File: config.mk
export PLATFORM = sky130hd
export DESIGN_NAME = mem_arbiter
export DESIGN_NICKNAME = d
export VERILOG_FILES = /design/src/rtl/mem_arbiter.sv
export SDC_FILE = /design/constraint.sdc
export NUM_CORES = 1
export LEC_CHECK = 0
export BUFFER_PORTS_ARGS = -buffer_cell sky130_fd_sc_hd__buf_2
export CAP_MARGIN = 20
export CELL_PAD_IN_SITES_DETAIL_PLACEMENT = 1
export CELL_PAD_IN_SITES_GLOBAL_PLACEMENT = 1
export CORE_MARGIN = 8
export CORE_UTILIZATION = 39
export DETAILED_ROUTE_END_ITERATION = 10
export GPL_TIMING_DRIVEN = 0
export PLACE_DENSITY_LB_ADDON = 0.15
export RECOVER_POWER = 100
export SLEW_MARGIN = 20
export SYNTH_ARGS = -nofsm -noshare
export SYNTH_HDL_FRONTEND = slang
export SYNTH_SLANG_ARGS = --single-unit
File: constraint.sdc
create_clock -name clk -period 4.1 [get_ports clk]
set_clock_uncertainty 0.2 [all_clocks]
set_input_delay 0.205 -clock clk [delete_from_list [all_inputs] [get_ports clk]]
set_output_delay 0.205 -clock clk [all_outputs]
set_load 0.01 [all_outputs]
File: src/rtl/mem_arbiter.sv
// Two-port round-robin arbiter in front of a single-port memory.
// One access at a time: IDLE -> ACCESS (memory cycle) -> RESP (valid pulse) -> IDLE.
module mem_arbiter #(
    parameter int ADDR_WIDTH = 6,
    parameter int DATA_WIDTH = 16
) (
    input  logic                  clk,
    input  logic                  rst,
    input  logic                  if_req,
    input  logic [ADDR_WIDTH-1:0] if_addr,
    output logic                  if_valid,
    output logic [DATA_WIDTH-1:0] if_rdata,
    input  logic                  dp_req,
    input  logic                  dp_we,
    input  logic [ADDR_WIDTH-1:0] dp_addr,
    input  logic [DATA_WIDTH-1:0] dp_wdata,
    output logic                  dp_valid,
    output logic [DATA_WIDTH-1:0] dp_rdata,
    output logic                  mem_we,
    output logic [ADDR_WIDTH-1:0] mem_addr,
    output logic [DATA_WIDTH-1:0] mem_data,
    input  logic [DATA_WIDTH-1:0] mem_out,
    output logic                  busy
);

    typedef enum logic [1:0] {IDLE, ACCESS, RESP} state_t;
    typedef enum logic {G_IF, G_DP} port_t;

    state_t                state_q, state_d;
    port_t                 grant_q, grant_d;
    port_t                 last_q, last_d;
    logic [ADDR_WIDTH-1:0] addr_q, addr_d;
    logic [DATA_WIDTH-1:0] wdata_q, wdata_d;
    logic                  we_q, we_d;
    logic [DATA_WIDTH-1:0] if_rdata_q, if_rdata_d;
    logic [DATA_WIDTH-1:0] dp_rdata_q, dp_rdata_d;

    always_ff @(posedge clk or posedge rst) begin
        if (rst) begin
            state_q    <= IDLE;
            grant_q    <= G_IF;
            last_q     <= G_DP;
            addr_q     <= '0;
            wdata_q    <= '0;
            we_q       <= 1'b0;
            if_rdata_q <= '0;
            dp_rdata_q <= '0;
        end else begin
            state_q    <= state_d;
            grant_q    <= grant_d;
            last_q     <= last_d;
            addr_q     <= addr_d;
            wdata_q    <= wdata_d;
            we_q       <= we_d;
            if_rdata_q <= if_rdata_d;
            dp_rdata_q <= dp_rdata_d;
        end
    end

    always_comb begin
        state_d    = state_q;
        grant_d    = grant_q;
        last_d     = last_q;
        addr_d     = addr_q;
        wdata_d    = wdata_q;
        we_d       = we_q;
        if_rdata_d = if_rdata_q;
        dp_rdata_d = dp_rdata_q;
        case (state_q)
            IDLE: begin
                if (if_req || dp_req) begin
                    // The round-robin pointer only moves when both ports contend.
                    if (if_req && dp_req) begin
                        grant_d = (last_q == G_DP) ? G_IF : G_DP;
                        last_d  = grant_d;
                    end else begin
                        grant_d = if_req ? G_IF : G_DP;
                    end
                    if (grant_d == G_IF) begin
                        addr_d = if_addr;
                        we_d   = 1'b0;
                    end else begin
                        addr_d  = dp_addr;
                        we_d    = dp_we;
                        wdata_d = dp_wdata;
                    end
                    state_d = ACCESS;
                end
            end
            ACCESS: begin
                // Captured at the same edge the write commits, so writes return the old word.
                if (grant_q == G_IF) if_rdata_d = mem_out;
                else                 dp_rdata_d = mem_out;
                state_d = RESP;
            end
            RESP:    state_d = IDLE;
            default: state_d = IDLE;
        endcase
    end

    assign mem_we   = (state_q == ACCESS) && we_q;
    assign mem_addr = addr_q;
    assign mem_data = wdata_q;
    assign if_valid = (state_q == RESP) && (grant_q == G_IF);
    assign dp_valid = (state_q == RESP) && (grant_q == G_DP);
    assign if_rdata = if_rdata_q;
    assign dp_rdata = dp_rdata_q;
    assign busy     = (state_q != IDLE);

endmodule

==> impl_metrics.csv <==
group,metric,value,unit
outcome,status,"finished clean",
die,io_pins,107,
worst_setup_path,required,4.11,ns
die,die_h,94.85,um
synthesis,synthDominantCellAreaShare,0.5986,
routing,routed_wl,7038,um
timing,setup_tns,0,ns
synthesis,ys_ff_latch,59,
worst_setup_path,crit_type,"register to register",
cts,cts_inserted_buffers,9,
grt,grt.total_usage,0.1649,
cts,worstSkewPairLatency,0.32,ns
routing,vias,1901,
power_and_ir_drop,finalPower,2.719,mW
routing,vias_per_cell,4.694,
timing,setup_violations,0,
placed_design,dp_slack,2.384,ns
synthesis,synth_seq_area_share,0.6094,
power_and_ir_drop,p_per_area,760.7,nW/um^2
final_layout,drive_gt1_frac,0.3273,
cts,cts_buffer_depth,2,
grt,grt_pass1_vias,2232,
synthesis,syn_area,2425,um^2
worst_setup_path,end_kind,"register",
grt,grt_first_pass_wirelength,11430,um
grt,overflow,0,
worst_setup_path,cpPeakStageDelay,0.60,ns
routing,drt_iter0_drc,36,
worst_setup_path,cp.arrival,2.60,ns
final_layout,multiInputGateArea,774.5,um^2
synthesis,yosys_warnings,0,
timing,hold_viol,0,
routing,first_pass_iters,6,
worst_setup_path,cp_num_buf_inv,2,
synthesis,syn_area_per_cell,15.06,um^2
final_layout,fin_nets,374,
cts,h-tree-depth,3,
timing,tightest_slew,1.257,ns
worst_setup_path,cpMaxStageDelayCell,"dlygate4sd3_1",
die,num_rows,28,
routing,ant_nets,0,
placed_design,place.gp.congestion,0.7990,
cts,clk_pin_slew_worst_paths,0.07,ns
grt,antenna_found_initial,0,
final_layout,area_growth,47.42,%
worst_setup_path,cp_top_family,"buffers and inverters",
worst_setup_path,critical_path.cell_chain,"nor2_1 > and2_0 > clkbuf_1 > a31oi_1 > dlygate4sd3_1",
routing,wl_per_cell,17.38,um
synthesis,ys_types,29,
final_layout,n_antenna_cell,0,
power_and_ir_drop,total_leakage_power,1.575,nW
worst_setup_path,critPathMaxFanout,10,
die,die_x,94.85,um
timing,finalCritPeriodShare,0.6338,
die,core,5956,um^2
die,start_util,0.4071,
job,maxCapViolCount,0,
synthesis,yosys.area.top_type,"dfrtp_1",
timing,relSlewSlack,0.1571,
hold_path,min-delay-path-class,"input port to register",
timing,period_minus_slack,2.599,ns
synthesis,synth_area_leaders,"dfrtp_1 (60%), mux2_2 (18%), mux2_4 (6.2%)",
timing,setup_slack,1.501,ns
die,die-area,8997,um^2
timing,max_clock_freq,0.3848,GHz
final_layout,fill_cells,660,
placed_design,hpwlAfterDp,4631,um
cts,cts-root-buf,"clkbuf_8",
worst_setup_path,cp-start-kind,"register",
final_layout,regArea,1478,um^2
power_and_ir_drop,peakVddDrop,0.3870,mV
routing,drc,0,
grt,grt_max_degree,34,
final_layout,final_cell_mix,"clkbuf_1 (63), dfrtp_1 (58), dlygate4sd3_1 (47), buf_2 (47), mux2_2 (38)",
cts,postCtsSetupBuffers,0,
cts,cts_tree,"yes",
synthesis,synth_cells,161,
timing,rsz0062_at_grt,"no",
final_layout,mostFrequentLayoutCell,"clkbuf_1",
timing,slew_violations,0,
timing,holdWs,0.01951,ns
cts,cts_sinks,59,
synthesis,synth_nets,210,
placed_design,portBuffers,105,
==> logic make-up after synthesis <==
kind of cell	count (synthesis)	synth area share
AND/OR/NAND/NOR	20	0.06193
multiplexers	48	0.2384
flip-flops	59	0.6094
AO/OA/AOI/OAI	20	0.04489
XOR/XNOR	1	0.003613
buffers and inverters	13	0.04179
==> power breakdown <==
| group | switching (mW) | internal, mW | total (mW) |
|---|---|---|---|
| logic | 0.559 | 0.517 | 1.08 |
| clock network | 0.226 | 0.372 | 0.598 |
| registers | 0.156 | 0.889 | 1.05 |
==> worst min-delay path: cells and delay by family <==
kind / cells / cell delay [ns]
and+or+nand+nor: 1 / 0.16
xor gates and xnor gates: 1 / 0.06
buffers and inverters: 1 / 0.11
==> Yosys cell counts <==
library cell,instances
buf_2,1
nor2b_4,1
and2_4,1
nand2b_1,1
nand2_4,1
xor2_1,1
mux2_2,38
o22ai_1,1
mux2_4,10
o21ai_0,7
nor3b_1,2
buf_8,1
dfrtp_1,58
nor2_4,1
buf_6,3
dfstp_2,1
clkbuf_2,1
nand3_1,6
inv_1,6
buf_12,1
nand3_4,1
nor2b_1,1
a21oi_1,6
and2_2,1
and2_1,1
nand2_1,1
or2_0,1
a31oi_1,6
and3_1,1
==> metrics by stage <==
stage	instances	utilization	area [um^2]
2_1_floorplan	161	-	2425
3_3_place_gp	341	0.5111	3044
3_5_place_dp	342	0.5149	3067
4_1_cts	405	0.6319	3764
5_1_grt	405	0.6002	3575
6_report	405	0.6002	3575
==> final timing paths <==
path,from,endpoint,slack (ns),cells after the start
max in group asynchronous,rst,if_rdata[14]$_DFFE_PP0P_,2.50,4
worst min-delay path,dp_req,last_q$_DFFE_PP1P_,0.02,3
min in group asynchronous,rst,mem_data[9]$_DFFE_PP0P_,0.50,3
worst max-delay path,state_q[0]$_DFFE_PP0P_,mem_addr[0]$_DFFE_PP0P_,1.50,5
worst max register to register,state_q[0]$_DFFE_PP0P_,mem_addr[0]$_DFFE_PP0P_,1.50,5
worst min register to register,if_rdata[6]$_DFFE_PP0P_,if_rdata[6]$_DFFE_PP0P_,0.29,1
==> metal layers <==
layer	track usage	share of wire	wire length (um)	vias up
met5	0	0	0	-
met4	0.06502	0.021	147	0
met3	0.05635	0.073	513	15
met2	0.2966	0.53	3742	61
met1	0.1725	0.37	2634	930
li1	-	-	-	895
==> area by class of cell <==
cell class	count	share of cell area
Buffer	7	0.009800
Clock inverter	5	0.02100
Timing Repair Buffer	153	0.2639
Multi-Input combinational cell	89	0.2167
Clock buffer	11	0.04235
Sequential cell	59	0.4134
Tap cell	75	0.02625
Inverter	6	0.006650
==> what timing repair did <==
action | in CTS | in global routing
hold buffers | 47 | 0
gates resized for setup | 0 | 0
endpoints found under the hold margin | 81 | 0
==> sequential cells by signal, summed over array words and instances (netlist names) <==
name and cells:
dp_rdata 16, grant_q 1, if_rdata 16, last_q 1, mem_addr 6, mem_data 16
state_q 2, we_q 1
Power figures use the tool's default switching activity.
